--- src/rtl/rv32v_element_sequencer_pkg.sv ---
// Shared types and constants for the vector element sequencer.
//  - sew_t        : element-width encoding (SEW8/16/32 legal, SEW64 and above rejected)
//  - vseq_state_t : sequencer FSM states
//  - ELEM_IDX_W   : element-index width (VLEN_WIDTH+1, holds vl up to 128)
//  - VLENB_LOG2   : log2 of bytes per vector register for the default VLEN
package rv32v_element_sequencer_pkg;

  localparam int unsigned VLEN_WIDTH = 7;
  localparam int unsigned ELEM_IDX_W = VLEN_WIDTH + 1;
  localparam int unsigned VLENB_LOG2 = 4;

  typedef enum logic [2:0] {
    Sew8  = 3'd0,
    Sew16 = 3'd1,
    Sew32 = 3'd2,
    Sew64 = 3'd3
  } sew_t;

  typedef enum logic [1:0] {
    StIdle,
    StRun,
    StDone,
    StErr
  } vseq_state_t;

endpackage

--- src/rtl/rv32v_elem_addr_calc.sv ---
// Per-lane address calculation for one element index.
//  idx      : element index
//  sew      : latched element width (0=8b, 1=16b, 2=32b)
//  vl       : latched vector length
//  active   : idx < vl
//  vreg_off : register within the LMUL group holding this element
//  byte_off : byte offset of the element inside that register
module rv32v_elem_addr_calc #(
  parameter int unsigned IDX_W = 8,
  parameter int unsigned VLENB = 16
) (
  input  logic [IDX_W-1:0]         idx,
  input  logic [1:0]               sew,
  input  logic [IDX_W-1:0]         vl,
  output logic                     active,
  output logic [2:0]               vreg_off,
  output logic [$clog2(VLENB)-1:0] byte_off
);

  localparam int unsigned BoW = $clog2(VLENB);

  // Elements per register is VLENB >> sew, so the register number is idx >> (log2(VLENB)-sew).
  logic [2:0] shamt;
  assign shamt = 3'(BoW) - {1'b0, sew};

  assign active   = idx < vl;
  assign vreg_off = 3'(idx >> shamt);
  assign byte_off = BoW'(idx << sew);

endmodule

--- src/rtl/rv32v_element_sequencer.sv ---
// Steps one decoded vector instruction through elements vstart..vl-1, issuing NUM_LANES
// consecutive element indices per beat with per-lane register/byte offsets.
//  CLK, RST     : clock, synchronous active-high reset
//  start/ready  : instruction handshake from issue (sew/vl/vstart sampled on acceptance)
//  stall        : lanes cannot take the current beat; beat outputs hold
//  kill         : abort the current instruction, back to idle without done/illegal
//  beat_valid   : elem_idx/lane_active/vreg_off/byte_off/last_beat are valid
//  done         : one-cycle pulse after the final beat (or immediately for an empty range)
//  illegal      : one-cycle pulse when sew exceeds SEW32
module rv32v_element_sequencer
  import rv32v_element_sequencer_pkg::*;
#(
  parameter int unsigned NUM_LANES = 2,
  parameter int unsigned VLENB     = 16,
  parameter int unsigned IDX_W     = ELEM_IDX_W
) (
  input  logic                                 CLK,
  input  logic                                 RST,
  input  logic                                 start,
  output logic                                 ready,
  input  logic [2:0]                           sew,
  input  logic [IDX_W-1:0]                     vl,
  input  logic [IDX_W-1:0]                     vstart,
  input  logic                                 stall,
  input  logic                                 kill,
  output logic                                 beat_valid,
  output logic [NUM_LANES*IDX_W-1:0]           elem_idx,
  output logic [NUM_LANES-1:0]                 lane_active,
  output logic [NUM_LANES*3-1:0]               vreg_off,
  output logic [NUM_LANES*$clog2(VLENB)-1:0]   byte_off,
  output logic                                 last_beat,
  output logic                                 done,
  output logic                                 illegal
);

  localparam int unsigned BoW = $clog2(VLENB);

  vseq_state_t      state_q;
  logic [IDX_W-1:0] base_q;
  logic [IDX_W-1:0] vl_q;
  logic [1:0]       sew_q;

  // One extra bit so base+NUM_LANES cannot wrap near vl=128.
  logic [IDX_W:0] beat_end;
  assign beat_end  = {1'b0, base_q} + (IDX_W+1)'(NUM_LANES);
  assign last_beat = beat_end >= {1'b0, vl_q};

  always_ff @(posedge CLK) begin
    if (RST) begin
      state_q <= StIdle;
      base_q  <= '0;
      vl_q    <= '0;
      sew_q   <= '0;
    end else if (kill) begin
      state_q <= StIdle;
    end else begin
      unique case (state_q)
        StIdle: begin
          if (start) begin
            sew_q  <= sew[1:0];
            vl_q   <= vl;
            base_q <= vstart;
            if (sew > Sew32) begin
              state_q <= StErr;
            end else if (vstart >= vl) begin
              state_q <= StDone;
            end else begin
              state_q <= StRun;
            end
          end
        end
        StRun: begin
          if (!stall) begin
            base_q <= base_q + IDX_W'(NUM_LANES);
            if (last_beat) begin
              state_q <= StDone;
            end
          end
        end
        StDone:  state_q <= StIdle;
        StErr:   state_q <= StIdle;
        default: state_q <= StIdle;
      endcase
    end
  end

  assign ready      = (state_q == StIdle) && !RST;
  assign beat_valid = (state_q == StRun);
  assign done       = (state_q == StDone);
  assign illegal    = (state_q == StErr);

  for (genvar i = 0; i < NUM_LANES; i++) begin : g_lane
    logic [IDX_W-1:0] idx;
    assign idx = base_q + IDX_W'(i);
    assign elem_idx[i*IDX_W +: IDX_W] = idx;

    rv32v_elem_addr_calc #(
      .IDX_W (IDX_W),
      .VLENB (VLENB)
    ) u_addr_calc (
      .idx      (idx),
      .sew      (sew_q),
      .vl       (vl_q),
      .active   (lane_active[i]),
      .vreg_off (vreg_off[i*3 +: 3]),
      .byte_off (byte_off[i*BoW +: BoW])
    );
  end

endmodule

--- config.mk ---
export PLATFORM = sky130hd
export DESIGN_NAME = rv32v_element_sequencer
export DESIGN_NICKNAME = d
export VERILOG_FILES = /design/src/rtl/rv32v_element_sequencer_pkg.sv /design/src/rtl/rv32v_elem_addr_calc.sv /design/src/rtl/rv32v_element_sequencer.sv
export SDC_FILE = /design/constraint.sdc
export NUM_CORES = 1
export LEC_CHECK = 0
export CORE_ASPECT_RATIO = 1.5
export CORE_MARGIN = 3
export CORE_UTILIZATION = 25
export DETAILED_ROUTE_END_ITERATION = 10
export SYNTH_ARGS = -nofsm -noshare
export SYNTH_HDL_FRONTEND = slang
export SYNTH_HIERARCHICAL = 1
export SYNTH_SLANG_ARGS = --single-unit
export TNS_END_PERCENT = 50
--- constraint.sdc ---
create_clock -name CLK -period 4.83 [get_ports CLK]
set_input_delay 0.966 -clock CLK [delete_from_list [all_inputs] [get_ports CLK]]
set_output_delay 0.966 -clock CLK [all_outputs]
set_load 0.02 [all_outputs]
Yosys cells after proc, flatten, opt, wreduce, memory -nomap -nowiden
Index checks and enable logic that the tools add are counted.
{"block": "totals", "reg_bits": 20, "in_bits": 24, "out_inout_bits": 37, "word_cells": 42}
{"block": "classes", "addsub": 4, "magnitude_cmp": 5, "eq_ne": 6, "shift": 4, "muxes": 9, "bitwise": 1, "reduce_logical": 9}
{"cell": "< comparator 8 bit", "count": 2}
{"cell": "2-to-1 mux 8 bit", "count": 2}
{"cell": "one-hot mux 8 bit (2 select lines)", "count": 1}
{"cell": "<< shifter 8 x 2 -> 4 bit", "count": 2}
{"cell": ">> shifter 8 x 3 -> 3 bit", "count": 2}
{"cell": "2-to-1 mux 2 bit", "count": 5}
{"cell": "adder 8 x 2 -> 9 bit (second input constant)", "count": 1}
{"cell": ">= comparator 9 x 8 -> 1 bit", "count": 1}
{"cell": "adder 8 x 1 -> 8 bit (second input constant)", "count": 1}
{"cell": "adder 8 x 2 -> 8 bit (second input constant)", "count": 1}
{"cell": ">= comparator 8 bit", "count": 1}
{"cell": "one-hot mux 2 bit (3 select lines)", "count": 1}
{"cell": "AND reduction 3 bit", "count": 2}
{"cell": "equality test 2 bit (second input constant)", "count": 2}
{"cell": "!= test 2 bit (second input constant)", "count": 2}
{"cell": "AND reduction 4 bit", "count": 1}
{"cell": "OR reduction 2 bit", "count": 2}
{"cell": "greater-than comparator 3 x 2 -> 1 bit (second input constant)", "count": 1}
{"cell": "subtractor 3 x 2 -> 3 bit (first input constant)", "count": 1}
{"cell": "equality test 2 x 1 -> 1 bit (second input constant)", "count": 1}
{"cell": "zero test 2 bit", "count": 1}
{"cell": "!= test 2 x 1 -> 1 bit (second input constant)", "count": 1}
{"cell": "nonzero test 2 bit", "count": 1}
{"cell": "logical AND 1 bit", "count": 1}
{"cell": "2 further kinds", "count": 2}

Longest topological paths before layout
Gate-level depths: netlist of the first run.
{"block": "logic_depth", "word_depth": 5, "depth_mapped": 11}

By module
Netlist of the first run, hierarchy kept.
{"mod": "rv32v_element_sequencer", "instances": 1, "cells_each": 205, "area_per_inst_um2": 1536.5}
{"mod": "rv32v_elem_addr_calc", "instances": 2, "cells_each": 53, "area_per_inst_um2": 439.2}

Least setup slack after synthesis of the first run
Ideal clock, no wire load.
{"block": "synth_timing", "path_type": "flip-flop to output port", "from": "register base_q[2]", "to": "output lane_active[1]", "arrival_ps": 2902, "t_required_ps": 3864, "path_slack_ps": 962, "path_stages_with_launch": 11, "n_path_buf": 1, "path_cell_list": "dfxtp_1 > ha_1 > clkbuf_1 > nand2_1 > nor2_1 > nand2_1 > xnor2_1 > ha_1 > nand4_1 > nor2_1 > a211oi_1"}
{"block": "synth_between", "elab_chain_cells": 2}
{"element": "start, declared", "line_no": "rv32v_element_sequencer.sv:39", "source": "logic [IDX_W-1:0] base_q;"}
{"element": "start signal, assigned", "line_no": "rv32v_element_sequencer.sv:62", "source": "base_q <= vstart;"}
{"element": "start signal, assigned", "line_no": "rv32v_element_sequencer.sv:74", "source": "base_q <= base_q + IDX_W'(NUM_LANES);"}
{"element": "adder 8 x 1 -> 8 bit", "line_no": "rv32v_element_sequencer.sv:94", "source": "assign idx = base_q + IDX_W'(i);"}
{"element": "net elem_idx[15]", "line_no": "rv32v_element_sequencer.sv:27", "source": "output logic [NUM_LANES*IDX_W-1:0] elem_idx,"}
{"element": "< comparator 8 bit", "line_no": "rv32v_elem_addr_calc.sv:26", "source": "assign active = idx < vl;"}
{"element": "end, declared", "line_no": "rv32v_element_sequencer.sv:28", "source": "output logic [NUM_LANES-1:0] lane_active,"}
The timed path passes the listed nets, and every way through them passes these cells.

Worst setup path after layout of the first run
{"block": "layout_timing", "from": "register base_q[2]", "to": "output last_beat"}
{"block": "layout_between", "elab_chain_cells": 2}
{"element": "adder 8 x 2 -> 9 bit", "line_no": "rv32v_element_sequencer.sv:45", "source": "assign beat_end = {1'b0, base_q} + (IDX_W+1)'(NUM_LANES);"}
{"element": ">= comparator 9 x 8 -> 1 bit", "line_no": "rv32v_element_sequencer.sv:46", "source": "assign last_beat = beat_end >= {1'b0, vl_q};"}
{"element": "end, declared", "line_no": "rv32v_element_sequencer.sv:31", "source": "output logic last_beat,"}
No other way between the ends.

==> flow_summary.json, run 1 <==
{
  "status": "finished, final reports clean",
  "cp.required_ns": 3.86,
  "die_area_um2": 10900,
  "final.setup.tns_ns": 0,
  "fin_ws_ns": 0.5988,
  "rows": 43,
  "cts_made_buffers": 3,
  "final.fill_count": 980,
  "hold_path.class": "flip-flop to flip-flop",
  "via_per_inst": 5.032,
  "post_drt_wl_per_cell_um": 14.82,
  "synth.ff_latch_count": 20,
  "wl_um": 7053,
  "fin_skew_ns": 0.002015,
  "synth_edf_count": 0,
  "place_congestion": 0.8466,
  "cts.repair.resized": 0,
  "multi_input_area_um2": 1770,
  "synth_flop_cell": "dfxtp_1",
  "ir_drop_mv": 0.1265,
  "grt_pass1_wl_um": 11590,
  "insertion_delay_ns": 0.26,
  "cp-start-kind": "flip-flop",
  "num_antenna_cells": 0,
  "clock_path_buffers": 2,
  "grt_pass1_vias": 2411,
  "regArea_um2": 400.4,
  "total_power_uw": 722.8,
  "cp_max_fo": 10,
  "die_h_um": 126.4,
  "dieWidth_um": 86.25,
  "port_buffers": 60,
  "drt_iter0_markers": 128,
  "worst_ep_arrival_time_ns": 3.27,
  "place_ws_ns": 0.8996,
  "p_leak_uw": 0.001266,
  "ant_nets": 0,
  "syn_inst": 311,
  "place_hpwl_um": 5649,
  "fp.coreArea_um2": 9308,
  "drive_above_1_share": 0.07143,
  "syn-cell-area_um2": 2415,
  "timing.fmax_mhz": 236.3,
  "end_kind": "output port",
  "start_util": 0.2594,
  "postCtsSetupBuffers": 0,
  "synthesis.nets": 369,
  "dr_total_vias": 2395,
  "critical_path_class": "flip-flop to output port",
  "finalSetupViolCount": 0,
  "min_period_over_period": 0.8760,
  "antenna_found_initial": 0,
  "maxCapViolations": 0,
  "grt_util_all_layers": 0.1310,
  "synth_top_area_share": 0.1762,
  "whs_ns": 0.4916,
  "drc": 0,
  "async_reset_ff_frac": 0,
  "rsz0062_at_grt": "no",
  "hold_viol": 0,
  "htreeDepth": 1,
  "ios": 61,
  "layout.nets": 423,
  "cts_tree": "yes",
  "first_pass_iters": 4,
  "ys_seq_area_frac": 0.1658,
  "pwr_density_cell_nw_per_um2": 227.3,
  "avgSynthCellArea_um2": 7.765,
  "yosys-top-cells-area": "ha_1, dfxtp_1, inv_1, nand2_1, a21oi_1",
  "clk_pin_slew_ns": 0.06,
  "period_needed_ns": 4.231,
  "slew_headroom": 0.6651,
  "yosys_warnings": 6,
  "grt_max_degree": 22,
  "ctsHoldBuffers": 0,
  "clock-sinks": 20,
  "synth.largest_area_cell": "ha_1",
  "clock-root-buffer": "clkbuf_16",
  "worst_pin_slew_ns": 0.5024,
  "synthDistinctLibCells": 50,
  "area_growth_pct": 31.71,
  "drv_slew": 0,
  "overflow": 0
}
==> synthesized netlist by cell type, types with 3 or more instances <==
| master | n |
|---|---|
| inv_1 | 40 |
| nand2_1 | 35 |
| ha_1 | 34 |
| a21oi_1 | 26 |
| nor2_1 | 21 |
| dfxtp_1 | 20 |
| o21ai_0 | 13 |
| mux2i_1 | 10 |
| a211oi_1 | 9 |
| nor3_1 | 8 |
| clkbuf_1 | 7 |
| nor2b_1 | 6 |
| xnor2_1 | 6 |
| nand2b_1 | 5 |
| nand4_1 | 5 |
| xor2_1 | 5 |
| buf_6 | 4 |
| mux2_1 | 4 |
| mux2_4 | 4 |
| mux4_2 | 4 |
| nand3_1 | 4 |
| and3_1 | 3 |
| buf_2 | 3 |
| nand3b_1 | 3 |
| o22ai_1 | 3 |
==> per-stage QoR <==
step | area [um^2] | instances | utilization
6_report | 3181 | 476 | 0.3417
2_1_floorplan | 2415 | 311 | -
3_3_place_gp | 3092 | 472 | 0.3322
3_5_place_dp | 3092 | 472 | 0.3322
4_1_cts | 3181 | 476 | 0.3417
5_1_grt | 3181 | 476 | 0.3417
==> power by group <==
part           switching [uW]  internal [uW]  leakage [uW]
registers                23.8            175      0.000163
clock network            65.2            126     0.0000442
logic                     169            163       0.00106
total                     258            464       0.00127
==> metal layers <==
layer | part of all wire | track usage | wire [um]
met2 | 0.51 | 0.2390 | 3567
met4 | 0.017 | 0.03761 | 117
met5 | 0 | 0 | 0
met1 | 0.42 | 0.1601 | 2970
met3 | 0.056 | 0.01300 | 398
==> state kept, by name (all words and copies together), names as in the netlist <==
name and cells:
state_q 2, sew_q 2, base_q 8, vl_q 8
==> kinds of logic (layout without fill, tap and decap cells) <==
group / count (synthesis) / after routing / synth area share
simple gates: 98 / 98 / 0.1974
fa+ha+maj: 34 / 34 / 0.1762
xor+xnor: 11 / 11 / 0.03990
buf+inv: 55 / 108 / 0.1010
compound gates: 69 / 69 / 0.1881
flops: 20 / 20 / 0.1658
mux: 24 / 24 / 0.1316
==> worst paths after layout <==
check / start / end / slack, ns / cells after the start
max: base_q[2] / last_beat / 0.60 / 10
min: vl_q[0] / vl_q[0] / 0.49 / 2
max reg2reg: base_q[2] / state_q[0] / 1.83 / 10
min reg2reg: vl_q[0] / vl_q[0] / 0.49 / 2
==> area by class of cell <==
class	instances	area share
flip-flops and latches	20	0.1259
clock buffers	4	0.02793
inverters	40	0.04721
well taps	112	0.04406
repair buffers	64	0.1983
multi-input cells	236	0.5566
==> cell usage in the layout (no fill, tap or decap), drive strengths merged, types with 8 or more instances in the layout <==
cell type and count:
a211oi 10, a21oi 27, clkdlybuf4s50 60, dfxtp 20, ha 34, inv 40, mux2 10, mux2i 10
nand2 35, nor2 21, nor3 8, o21ai 14
==> critical path, cell delays in order, from the launching register on <==
cell and delay [ns]:
dfxtp_1 0.56, ha_1 0.37, nand2_1 0.08, nor2_1 0.26, xor2_1 0.20, ha_1 0.27, and3_4 0.18, a221o_1 0.32
a21oi_2 0.15, nand2_1 0.09, clkdlybuf4s50_1 0.54
Note: power is estimated with default switching activity, not from simulation.
==> inputs of run 2 (changes only) <==
SKIP_CTS_REPAIR_TIMING = 1   (was unset)
SYNTH_HIERARCHICAL = unset   (was 1)
==> run 2 against run 1 <==
Effect of this change: non-clock buffer count unchanged; sequential share of layout area up 0.42 points; count of clock-buffer cells in the layout unchanged; worst setup slack worse by 0.089 ns; clock power barely moved; combinational power is 12% higher; largest power group unchanged; highest routed layer unchanged.
==> flow_summary.json, run 2 <==
{
  "slew_headroom": 0.4405,
  "synthSimpleGateAreaFrac": 0.2123,
  "final_cell_mix": "clkdlybuf4s50_1, nand2_1, ha_1",
  "worst_path_max_delay_cell": "dfxtp_1",
  "place_ws_ns": 0.7847,
  "maxCapViolations": 0,
  "cp_slowest_stage_delay_ns": 0.63,
  "syn-cell-area_um2": 2322,
  "total_power_uw": 759.2,
  "clock_path_buffers": 2,
  "htreeDepth": 1,
  "via_per_inst": 5.065,
  "switching_share": 0.3730,
  "drt_iter0_markers": 112,
  "layout.nets": 426,
  "hold_path.class": "flip-flop to flip-flop",
  "cts_made_buffers": 3,
  "ant_nets": 0,
  "synthTopCellsByCount": "nand2_1, ha_1, a21oi_1",
  "synth.largest_area_cell": "ha_1",
  "grt_max_degree": 30,
  "cp_top_family": "adder cells",
  "fp.coreArea_um2": 8934,
  "synth_flop_cell": "dfxtp_1",
  "synthesis.nets": 380,
  "synthMuxAreaShare": 0.06142,
  "yosys_warnings": 0,
  "drive_above_1_share": 0.04632,
  "global_route.usage.met3": 0.01522,
  "area_growth_pct": 32.54,
  "cp_max_fo": 15,
  "p_leak_uw": 0.001244,
  "yosys-top-cells-area": "ha_1, dfxtp_1, nand2_1, a21oi_1, inv_1",
  "rows": 42,
  "internal-power_uw": 476.0,
  "cp.buffers_inverters": 1,
  "crit_top_cell": "ha_1",
  "clock-root-buffer": "clkbuf_16",
  "final_area_um2": 3078,
  "min_period_over_period": 0.8945,
  "place_area_um2": 2989,
  "wl_um": 7104,
  "period_needed_ns": 4.320,
  "status": "finished, final reports clean",
  "dr_total_vias": 2416,
  "dieWidth_um": 84.70,
  "synth_fa_ha_area_frac": 0.1832,
  "grt.busiest_layer": "met2",
  "num_antenna_cells": 0,
  "finalSetupViolCount": 0,
  "largestRegisters": "base_q x8, vl_q x8",
  "start_util": 0.2599,
  "pwr_density_cell_nw_per_um2": 246.7,
  "port_buffers": 60,
  "mostFrequentLayoutCell": "clkdlybuf4s50_1",
  "drv_slew": 0,
  "async_reset_ff_frac": 0,
  "path_cells": "ha_1, nand4_1, xnor2_1, ha_1, o211ai_1, nor2_1, a211oi_1, o31a_1, clkdlybuf4s50_1",
  "timing.fmax_mhz": 231.5,
  "place_congestion": 0.8648,
  "critical_path_class": "flip-flop to output port",
  "drc": 0,
  "grtUsageMet1": 0.1622,
  "cts_tree": "yes",
  "switching_power_uw": 283.2,
  "antenna_found_initial": 0,
  "synth_xor_area_frac": 0.04149,
  "gr-usage-met2": 0.2324,
  "ios": 61,
  "synth_edf_count": 0,
  "cp.required_ns": 3.86,
  "place_hpwl_um": 5696,
  "insertion_delay_ns": 0.25,
  "overflow": 0,
  "synth.most_common_cell": "nand2_1",
  "fin_skew_ns": 0.001594,
  "end_kind": "output port",
  "clk_pin_slew_ns": 0.06,
  "clock-sinks": 20,
  "worst_ep_arrival_time_ns": 3.35,
  "cp-start-kind": "flip-flop",
  "combPwrFrac": 0.489,
  "clockPowerShare": 0.249,
  "syn_inst": 322,
  "synth_compound_area_frac": 0.2403,
  "fin_ws_ns": 0.5096,
  "synthDistinctLibCells": 47,
  "hold_viol": 0,
  "seqPwrFrac": 0.262,
  "die_area_um2": 10510,
  "final.setup.tns_ns": 0,
  "post_drt_wl_per_cell_um": 14.89,
  "worst_pin_slew_ns": 0.8378,
  "final.fill_count": 976,
  "first_pass_iters": 5,
  "die_h_um": 124.0,
  "synth_top_family_by_area": "compound AO/OA/AOI/OAI gates",
  "grt_util_all_layers": 0.1312,
  "grt_pass1_vias": 2310,
  "synth.ff_latch_count": 20,
  "avgSynthCellArea_um2": 7.212,
  "rsz0062_at_grt": "no",
  "grt_pass1_wl_um": 11230,
  "synth_top_area_share": 0.1832,
  "final_util": 0.3445,
  "ys_seq_area_frac": 0.1724,
  "ir_drop_mv": 0.1483
}
## run 2: cell types whose count changed after synthesis, sizes merged, moves of 3 or more
cell,delta
o211ai,+3
nand2,+21
nand4,-3
mux2i,-7
clkbuf,+6
nor3,-4
o31ai,+5
mux2,-8
and3,-3
inv,-12
nand3,+3
## run 2: cell families after synthesis
kind of cell               after synthesis
and+or+nand+nor                        110
AOI/OAI and AO/OA                       87
buffers and inverters                   51
adders and majority gates               34
DFF                                     20
xor gates and xnor gates                11
muxes                                    9
## run 2: path summary, 6_finish.rpt
kind	from	to	slack, ns	depth (start not counted)
worst max-delay path	base_q[2]	lane_active[1]	0.51	9
worst min-delay path	vl_q[2]	vl_q[2]	0.45	2
worst max register to register	base_q[2]	state_q[1]	1.99	9
worst min register to register	vl_q[2]	vl_q[2]	0.45	2
## run 2: power by group through the flow
| stage | clock network, uW | registers (uW) | logic (uW) |
|---|---|---|---|
| after floorplan | 0 | 194 | 239 |
| after global placement | 0 | 201 | 369 |
| after detailed placement | 0 | 202 | 372 |
| after CTS | 192 | 199 | 375 |
| after global routing | 198 | 201 | 407 |
| final | 189 | 199 | 371 |
## run 2: area by class of cell
| class | instances | area, um^2 | share of cell area |
|---|---|---|---|
| multi-input cells | 251 | 1715 | 0.5573 |
| repair buffers | 64 | 630.6 | 0.2049 |
| flip-flops and latches | 20 | 400.4 | 0.1301 |
| well taps | 110 | 137.6 | 0.04472 |
| inverters | 28 | 105.1 | 0.03415 |
| clock buffers | 4 | 88.84 | 0.02886 |
## run 2: metal layers
layer	up-vias	share of wire
met5	-	0
met3	13	0.039
met4	0	0.024
met2	70	0.50
li1	1221	-
met1	1112	0.43
## run 2: worst reg2reg max path: stages, from the launching register on
cell and delay (ns):
dfxtp_1 0.63, ha_1 0.44, nand3_1 0.22, xnor2_1 0.24, ha_1 0.29, nand2_1 0.08, nor2_1 0.04, a221oi_1 0.44
nand2_1 0.14, and4_1 0.21
## run 2: per-stage QoR
step	hold slack, ns	instances
after global placement	0.4421	473
after floorplan	0.4363	322
after global routing	0.4759	477
after CTS	0.4578	477
final	0.4541	477
after detailed placement	0.4499	473
